===== src/rtl/uart_tx_arbiter.sv =====
// Round-robin arbiter sharing one uart_tx byte transmitter between NUM burst
// requesters, with an optional channel header byte and a per-grant burst cap.
module uart_tx_arbiter #(
  parameter int          NUM         = 4,
  parameter int          HEADER      = 1,
  parameter logic [7:0]  HEADER_BASE = 8'hF0,
  parameter int          MAX_BURST   = 64
) (
  input  logic             clk,
  input  logic             reset,
  input  logic [NUM-1:0]   req,
  input  logic [NUM-1:0]   valid,
  input  logic [8*NUM-1:0] data,
  output logic [NUM-1:0]   ack,
  output logic [NUM-1:0]   grant,
  output logic [7:0]       uart_data,
  output logic             uart_strobe,
  input  logic             uart_ready
);

  localparam int IW = $clog2(NUM);
  localparam int CW = (MAX_BURST == 0) ? 1 : $clog2(MAX_BURST + 1);

  typedef enum logic [1:0] {IDLE, HDR, DATA} state_t;

  state_t          state_q, state_d;
  logic [IW-1:0]   owner_q, owner_d;
  logic [IW-1:0]   last_q, last_d;
  logic [CW-1:0]   count_q, count_d;
  logic [NUM-1:0]  grant_d, ack_d;
  logic [7:0]      data_d;
  logic            strobe_d;

  logic            send_ok;
  logic            last_byte;
  logic            release_burst;
  logic [IW-1:0]   pick;
  logic [7:0]      cur_byte;

  // First requesting index after 'last', wrapping modulo NUM.
  function automatic logic [IW-1:0] rr_pick(input logic [NUM-1:0] r,
                                            input logic [IW-1:0]  lst);
    logic [IW-1:0] sel;
    logic          found;
    int            j;
    sel   = lst;
    found = 1'b0;
    for (int i = 1; i <= NUM; i++) begin
      j = (int'(lst) + i) % NUM;
      if (!found && r[IW'(j)]) begin
        sel   = IW'(j);
        found = 1'b1;
      end
    end
    return sel;
  endfunction

  // The registered strobe doubles as "strobed last cycle", hiding uart_tx's
  // one-cycle delay before it drops ready.
  assign send_ok   = uart_ready && !uart_strobe;
  assign last_byte = (MAX_BURST != 0) && (32'(count_q) + 32'd1 == 32'(MAX_BURST));
  assign pick      = rr_pick(req, last_q);
  assign cur_byte  = data[{owner_q, 3'b000} +: 8];

  // NOTE: every signal written here gets a default first, so no latch is inferred.
  always_comb begin
    state_d       = state_q;
    owner_d       = owner_q;
    last_d        = last_q;
    count_d       = count_q;
    grant_d       = grant;
    ack_d         = '0;
    strobe_d      = 1'b0;
    data_d        = uart_data;
    release_burst = 1'b0;

    unique case (state_q)
      IDLE: begin
        if (|req) begin
          owner_d       = pick;
          grant_d       = '0;
          grant_d[pick] = 1'b1;
          count_d       = '0;
          state_d       = (HEADER != 0) ? HDR : DATA;
        end
      end
      HDR: begin
        // Header goes out even if the owner has already dropped req.
        if (send_ok) begin
          strobe_d = 1'b1;
          data_d   = {HEADER_BASE[7:3], 3'(owner_q)};
          state_d  = DATA;
        end
      end
      DATA: begin
        if (!req[owner_q]) begin
          release_burst = 1'b1;
        end else if (send_ok && valid[owner_q]) begin
          strobe_d        = 1'b1;
          data_d          = cur_byte;
          ack_d[owner_q]  = 1'b1;
          count_d         = count_q + CW'(1);
          release_burst   = last_byte;
        end
      end
      default: state_d = IDLE;
    endcase

    if (release_burst) begin
      grant_d = '0;
      last_d  = owner_q;
      state_d = IDLE;
    end
  end

  // NOTE: sequential state uses non-blocking assignments so every flop samples pre-edge values.
  always_ff @(posedge clk or negedge reset) begin
    if (!reset) begin
      state_q     <= IDLE;
      owner_q     <= '0;
      last_q      <= IW'(NUM - 1);
      count_q     <= '0;
      grant       <= '0;
      ack         <= '0;
      uart_strobe <= 1'b0;
      uart_data   <= '0;
    end else begin
      state_q     <= state_d;
      owner_q     <= owner_d;
      last_q      <= last_d;
      count_q     <= count_d;
      grant       <= grant_d;
      ack         <= ack_d;
      uart_strobe <= strobe_d;
      uart_data   <= data_d;
    end
  end

endmodule


===== config.mk =====
export PLATFORM = sky130hd
export DESIGN_NAME = uart_tx_arbiter
export DESIGN_NICKNAME = d
export VERILOG_FILES = /design/src/rtl/uart_tx_arbiter.sv
export SDC_FILE = /design/constraint.sdc
export NUM_CORES = 1
export LEC_CHECK = 0
export CORE_ASPECT_RATIO = 0.75
export CORE_MARGIN = 4
export CORE_UTILIZATION = 45
export CTS_BUF_LIST = sky130_fd_sc_hd__clkbuf_4 sky130_fd_sc_hd__clkbuf_8
export DETAILED_ROUTE_END_ITERATION = 8
export PLACE_DENSITY = 0.83
export SYNTH_ARGS = -nofsm -noshare
export SYNTH_HDL_FRONTEND = slang
export SYNTH_SLANG_ARGS = --single-unit

===== constraint.sdc =====
create_clock -name clk -period 2.8 [get_ports clk]
set_input_delay 0.56 -clock clk [delete_from_list [all_inputs] [get_ports clk]]
set_output_delay 0.56 -clock clk [all_outputs]
set_load 0.05 [all_outputs]

==> key figures, run 1 <==
Run status
  – Status: complete, no violations

Critical path
  – Crit-path most repeated cell: nand3_1
  – CP Class: input pin to flop
  – CP required: 3.00 ns
  – Crit-path max FO: 16
  – Critical path arrival: approximately 2.6 ns
  – Max incr delay on CP: between 0.8 and 0.9 ns
  – Crit start category: input pin
  – Critical path's slowest cell: a21oi_1
  – Kind of end point of the critical path: flop
  – CP Cell Sequence: clkdlybuf4s50_1 -> mux4_2 -> nand3_1 -> a21oi_1 -> nand3_1 -> o21ai_0

Logic synthesis
  – Sequential share of the synthesized area: about two fifths
  – Yosys reg bits: 30
  – Post-synth cell types: 43
  – Avg Cell Area, Syn: 10.1 µm²
  – Post-Syn Instances: about 180
  – Synthesized area: about 1800 µm²
  – Synthesized Nets: approximately 230
  – Yosys warnings: 0

Power
  – Tot Pwr: approximately 0.0026 W
  – Leakage power: between 1 and 1.5 nW
  – Pwr dens: between 900 and 1000 nW/µm²
  – Maximum VDD drop: between 0.6 and 0.7 mV

Layout
  – Final nets: just under 300
  – Antenna cell count: 0
  – Syn-to-layout area delta: 42.3%
  – Layout cells sized above 1: between 10% and 20%

GRT
  – Total gr overflow: 0
  – Largest net degree at the start of global routing: 31
  – Vias in the first global route: ~1,700
  – Total track usage: a little under a fifth
  – Initial antenna violation count: 0
  – First-pass GRT wire length: between 7000 and 8000 µm

STA
  – Final setup fails: 0
  – Final setup margin: ~0.37 ns
  – RSZ-0062 raised after global routing: false
  – Final min period: approximately 2.4 ns
  – Setup TNS: 0 ns
  – Normalized max-slew margin: 31.7%
  – Hold Vio Cnt, Final: 0
  – Post-route clock period utilization: a little under 90%
  – Hold_ws: 0.529 ns
  – Fmax achieved: 411 MHz
  – Clock Skew: between 0.005 and 0.006 ns
  – Final Max Tran Viols: 0
  – Worst Tran Pin Value: slightly above 1 ns

CTS
  – Clk slew on worst S/H paths: 0.06 ns
  – Cts bufs inserted: 5
  – CTS resizes: 0
  – Root buf cell: clkbuf_8
  – Bufs on Longest Clock Path: 2
  – Later-pin clock latency in the skew report: approximately 0.29 ns
  – CTS Sinks: 30
  – H-tree depth: 2
  – CTS tree: done
  – Post-CTS Setup Inserts: 0
  – Hold-fix buffers, CTS: 0

Floorplanning
  – Die Span X: around 82 µm
  – Cell Rows: 19
  – Initial Utilization: ~48%
  – Die Ht: about 63 µm
  – I/O Pins: 60
  – Total core area: roughly 3800 µm²
  – Die ar.: 5170 µm²

Route
  – Drt first pass iters: 4
  – Post-route ant nets: 0
  – Post-Route WL: around 4600 µm
  – DRT iter0 DRCs: 108
  – Avg WL per Cell: 15.5 µm
  – DR vias: approximately 1,700
  – Number of remaining DRC errors: 0
  – Vias per cell: 5.55

Place
  – Pre-CTS WS: around 0.10 ns
  – GP Congestion: roughly 0.9
  – I/O Buffers: 59
  – DP HPWL: around 3400 µm

Job
  – Number of max-cap violations: 0

Hold path
  – Hold/Removal Path Class: flop to flop
critical path, delay by kind of cell:
kind                   cells  cell delay (ns)
and+or+nand+nor            2             0.26
buffers and inverters      1             0.54
AOI/OAI and AO/OA          2             0.95
muxes                      1             0.32
final timing paths:
| check | from | cells past startpoint | slack, ns | endpoint |
|---|---|---|---|---|
| min in group asynchronous | reset | 2 | 0.67 | ack[2] |
| setup / recovery | req[2] | 6 | 0.37 | uart_data[2] |
| hold reg to reg | grant[0] | 2 | 0.53 | grant[0] |
| max in group asynchronous | reset | 2 | 1.81 | last_q[1] |
| setup reg to reg | owner_q[1] | 5 | 0.67 | uart_data[2] |
| hold / removal | grant[0] | 2 | 0.53 | grant[0] |
placed cells by master, fill, tap and decap left out, types with 3 or more instances in the layout:
master,Yosys,layout
dfrtp_1,28,28
nand3_1,6,6
nor3b_1,5,5
nand2_1,20,20
inv_1,11,11
a31oi_1,10,10
nor3_1,3,3
mux4_2,4,4
mux2i_1,4,4
a21oi_1,12,12
clkbuf_8,0,6
clkdlybuf4s50_1,0,59
ha_1,4,4
mux2_4,3,3
nor2_1,16,16
mux4_1,5,5
buf_4,0,7
o21ai_0,11,11
cells in the mapped netlist, drive strengths merged:
| cell type | instances | area, µm² |
|---|---|---|
| a22o | 2 | 17.5 |
| and2 | 2 | 12.5 |
| a31oi | 10 | 62.6 |
| xor2 | 1 | 8.76 |
| nand4 | 1 | 6.26 |
| ha | 4 | 50.1 |
| nor4 | 2 | 12.5 |
| or2b | 1 | 7.51 |
| nand3b | 2 | 15.0 |
| o21ai | 11 | 55.1 |
| mux4 | 9 | 221 |
| a211o | 1 | 8.76 |
| inv | 11 | 41.3 |
| and3 | 2 | 17.5 |
| nand3 | 7 | 40.0 |
| or4 | 1 | 7.51 |
| nor2b | 2 | 12.5 |
| and4 | 2 | 20.0 |
| nand2b | 2 | 12.5 |
| nand2 | 21 | 86.3 |
| a21boi | 1 | 7.51 |
| mux2i | 4 | 40.0 |
| o211ai | 1 | 21.3 |
| clkbuf | 4 | 15.0 |
| buf | 5 | 30.0 |
| xnor2 | 1 | 8.76 |
| nor3 | 3 | 15.0 |
| a221oi | 1 | 8.76 |
| mux2 | 3 | 45.0 |
| nor2 | 16 | 60.1 |
| a21oi | 12 | 60.1 |
| nor3b | 5 | 37.5 |
| or2 | 1 | 6.26 |
| o21a | 1 | 7.51 |
| dfrtp | 28 | 701 |
| dfstp | 2 | 52.6 |
power breakdown:
part	switching (W)	internal (W)
Sequential	0.000111	0.000583
Clock	0.000166	0.000284
Combinational	0.000835	0.000583
Total	0.00111	0.00145
cells by family (layout without fill, tap and decap cells):
family          after synthesis  after routing  synth area share, %
fa+ha+maj                     4              4                 2.73
simple gates                 70             70                 20.2
flops                        30             30                 41.1
compound gates               40             40                 13.6
xor+xnor                      2              2                0.956
buf+inv                      20             84                 4.71
mux                          16             16                 16.7
layer usage:
layer  vias up  GRT usage [%]  wire length (µm)
met5         -              0                 0
met4         0           6.02                92
met3        14           4.27               245
met2        55           30.4              2220
met1       801           24.8              2050
li1        783              -                 -
layout make-up:
type	count	area (µm²)
Tap cell	52	65.1
Inverter	11	41.3
Timing Repair Buffer	66	643
Fill cell	277	1170
Sequential cell	30	753
Multi-Input combinational cell	132	992
Clock buffer	6	82.6
Clock inverter	1	30.0
flip-flops by register name, indices dropped and copies added, names as in the netlist:
signal / cells
uart_data: 8
count_q: 7
ack: 4
grant: 4
last_q: 2
owner_q: 2
state_q: 2
uart_strobe: 1
metrics by stage:
step / std cells / area, µm² / util, %
6_report: 298 / 2610 / 69.0
5_1_grt: 298 / 2610 / 69.0
3_3_place_gp: 291 / 2490 / 66.0
2_1_floorplan: 182 / 1830 / -
4_1_cts: 298 / 2610 / 69.0
3_5_place_dp: 291 / 2490 / 66.0
No activity file was read; power rests on OpenSTA's default activity.
==> run 2: changes to the inputs <==
--- a/config.mk
+++ b/config.mk
@@ -10,7 +10,7 @@
 export CORE_UTILIZATION = 45
 export CTS_BUF_LIST = sky130_fd_sc_hd__clkbuf_4 sky130_fd_sc_hd__clkbuf_8
 export DETAILED_ROUTE_END_ITERATION = 8
-export PLACE_DENSITY = 0.83
+export PLACE_DENSITY = 0.86
 export SYNTH_ARGS = -nofsm -noshare
 export SYNTH_HDL_FRONTEND = slang
 export SYNTH_SLANG_ARGS = --single-unit
==> constraint.sdc (replaced) <==
create_clock -name clk -period 2.7 [get_ports clk]
set_input_delay 0.54 -clock clk [delete_from_list [all_inputs] [get_ports clk]]
set_output_delay 0.54 -clock clk [all_outputs]
set_load 0.05 [all_outputs]
==> run 2 against run 1 <==
  * Hold slack worse by 0.0055 ns
  * Clock skew rose by 0.00057 ns
  * Sequential power grew 4.5%
  * Combinational power is essentially flat
  * Register-to-register slack lost 0.19 ns
  * Largest cell class unchanged
==> key figures, run 2 (same netlist as run 1, synthesis figures left out) <==
Run status
  – Status: complete, no violations

Floorplanning
  – I/O Pins: 60 (unchanged)
  – Die Span X: 81.7 µm (unchanged)
  – Cell Rows: 19 (unchanged)
  – Die Ht: 63.3 µm (unchanged)
  – Initial Utilization: 48.5% (unchanged)
  – Total core area: 3780 µm² (unchanged)
  – Die ar.: 5170 µm² (unchanged)

Job
  – Number of max-cap violations: 0 (unchanged)

Hold path
  – Hold/Removal Path Class: flop to flop
  – Hold depth: 1 (-1)

Layout
  – Layout cells sized above 1: 12.5% (+0.71 points)
  – Fill cells: 307 (+11%)
  – Commonest non-fill, non-tap cells in the layout: clkdlybuf4s50_1, dfrtp_1, nand2_1
  – Final nets: 294 (+0.34%)
  – Final core occ: 70.0% (+0.99 points)
  – Regs by FF count: uart_data (8), count_q (7)
  – Register bank with the most flops: uart_data
  – Max reg flops: 8 (unchanged)
  – Syn-to-layout area delta: 44.4%
  – Most common cell after layout, fill and taps aside: clkdlybuf4s50_1
  – Final Cell Area: 2650 µm² (+1.4%)
  – Post-route insts no fill: 300 (+0.67%)
  – Antenna cell count: 0 (unchanged)

STA
  – Clock Skew: 0.00632 ns (+0.000568 ns)
  – Final Max Tran Viols: 0 (unchanged)
  – Fmax achieved: a little over 400 MHz
  – Hold Vio Cnt, Final: 0 (unchanged)
  – Post-route clock period utilization: 89.1%
  – Final setup margin: 0.296 ns (-0.0694 ns)
  – Normalized max-slew margin: 31.2% (-0.52 points)
  – Worst Tran Pin Value: 1.03 ns (+0.00782 ns)
  – Final setup fails: 0 (unchanged)
  – Final min period: 2.40 ns
  – RSZ-0062 raised after global routing: false

CTS
  – Post-CTS Setup Inserts: 0 (unchanged)
  – Root buf cell: clkbuf_8
  – Later-pin clock latency in the skew report: 0.29 ns (about the same)
  – CTS Sinks: 30 (unchanged)
  – H-tree depth: 2 (unchanged)
  – Hold-fix buffers, CTS: 0 (unchanged)
  – Bufs on Longest Clock Path: 2 (unchanged)
  – Cts bufs inserted: 5 (unchanged)
  – Clk slew on worst S/H paths: 0.07 ns (about the same)
  – CTS tree: done
  – CTS resizes: 0 (unchanged)

Route
  – Vias per cell: 5.32 (-4.1%)
  – Drt first pass iters: 5 (+1)
  – DR vias: 1,596 (-3.4%)
  – Post-route ant nets: 0 (unchanged)
  – Avg WL per Cell: 14.9 µm (-3.6%)
  – Post-Route WL: 4480 µm (-3.0%)
  – DRT iter0 DRCs: 118 (+9.3%)
  – Number of remaining DRC errors: 0 (unchanged)

Place
  – DP Area: 2500 µm² (+0.30%)
  – DP HPWL: 3450 µm (+0.93%)
  – I/O Buffers: 59 (unchanged)
  – GP Congestion: 0.830 (-5.2%)
  – Pre-CTS WS: -0.0248 ns (-0.124 ns)
  – Placed insts: 292 (+0.34%)

Critical path
  – Critical path arrival: 2.53 ns (-0.11 ns)
  – CP Class: input pin to flop
  – Max incr delay on CP: 0.83 ns (about the same)
  – Crit start category: input pin
  – Stages on worst setup path: 5 (-1)
  – Crit-path max FO: 16 (unchanged)
  – CP Cell Sequence: clkdlybuf4s50_1 -> mux4_2 -> nand3_1 -> a21oi_1 -> a31oi_1
  – CP required: 2.82 ns (-0.18 ns)
  – R2R depth: 4 (-1)
  – Top Family by Delay on Critical Path: compound AO/OA/AOI/OAI gates
  – Kind of end point of the critical path: flop
  – Critical path's slowest cell: a21oi_1
  – Reg2reg setup slack: 0.48 ns (-0.19 ns)
  – Buf+Inv Stages, Crit Path: 1 (unchanged)

Power
  – Leakage power: 1.11 nW (+1.7%)
  – Maximum VDD drop: 0.678 mV (+6.8%)
  – Pwr dens: 1040 nW/µm² (+5.8%)

GRT
  – Initial antenna violation count: 0 (unchanged)
  – Vias in the first global route: 1,637 (-1.9%)
  – Total track usage: 18.9% (+0.14 points)
  – Largest net degree at the start of global routing: 31 (unchanged)
  – Total gr overflow: 0 (unchanged)
  – First-pass GRT wire length: 7540 µm (about the same)
run 2: cell types whose count changed in the layout (fill, tap and decap cells not counted):
cell	delta
bufinv_16	+1
buf_4	+1
run 2: stage by stage:
step | power [W] | setup TNS [ns] | hold WS [ns]
after global placement | 0.00216 | 0 | 0.508
final | 0.00275 | 0 | 0.523
after CTS | 0.00277 | 0 | 0.523
after floorplan | 0.00177 | 0 | 0.244
after detailed placement | 0.00219 | -0.0248 | 0.513
after global routing | 0.00293 | 0 | 0.554
run 2: layout make-up:
type	instances	area [µm²]	area share, %
inverter	11	41.3	1.56
sequential	30	753	28.5
timing repair buffer	67	651	24.6
multi-input combinational	132	992	37.5
tap	52	65.1	2.46
clock buffer	6	82.6	3.12
clock inverter	2	60.1	2.27
run 2: where the power goes:
| group | total [W] | leakage [nW] | switching, W | internal, W |
|---|---|---|---|---|
| clock network | 0.000569 | 0.0714 | 0.000176 | 0.000393 |
| registers | 0.000725 | 0.376 | 0.000121 | 0.000604 |
| logic | 0.00145 | 0.660 | 0.000847 | 0.000607 |
| total | 0.00275 | 1.11 | 0.00114 | 0.00160 |
run 2: worst paths after layout:
| path | startpoint | endpoint |
|---|---|---|
| worst max-delay path | req[2] | uart_data[7] |
| worst min register to register | count_q[0] | count_q[0] |
| max in group asynchronous | reset | last_q[1] |
| worst min-delay path | count_q[0] | count_q[0] |
| min in group asynchronous | reset | count_q[3] |
| worst max register to register | owner_q[0] | uart_data[7] |
run 2: layer usage:
metal | wire (µm) | up-vias | track usage [%]
met2 | 2150 | 40 | 30.4
li1 | - | 787 | -
met3 | 251 | 3 | 4.13
met1 | 2060 | 766 | 25.8
met4 | 23 | 0 | 4.98
met5 | 0 | - | 0
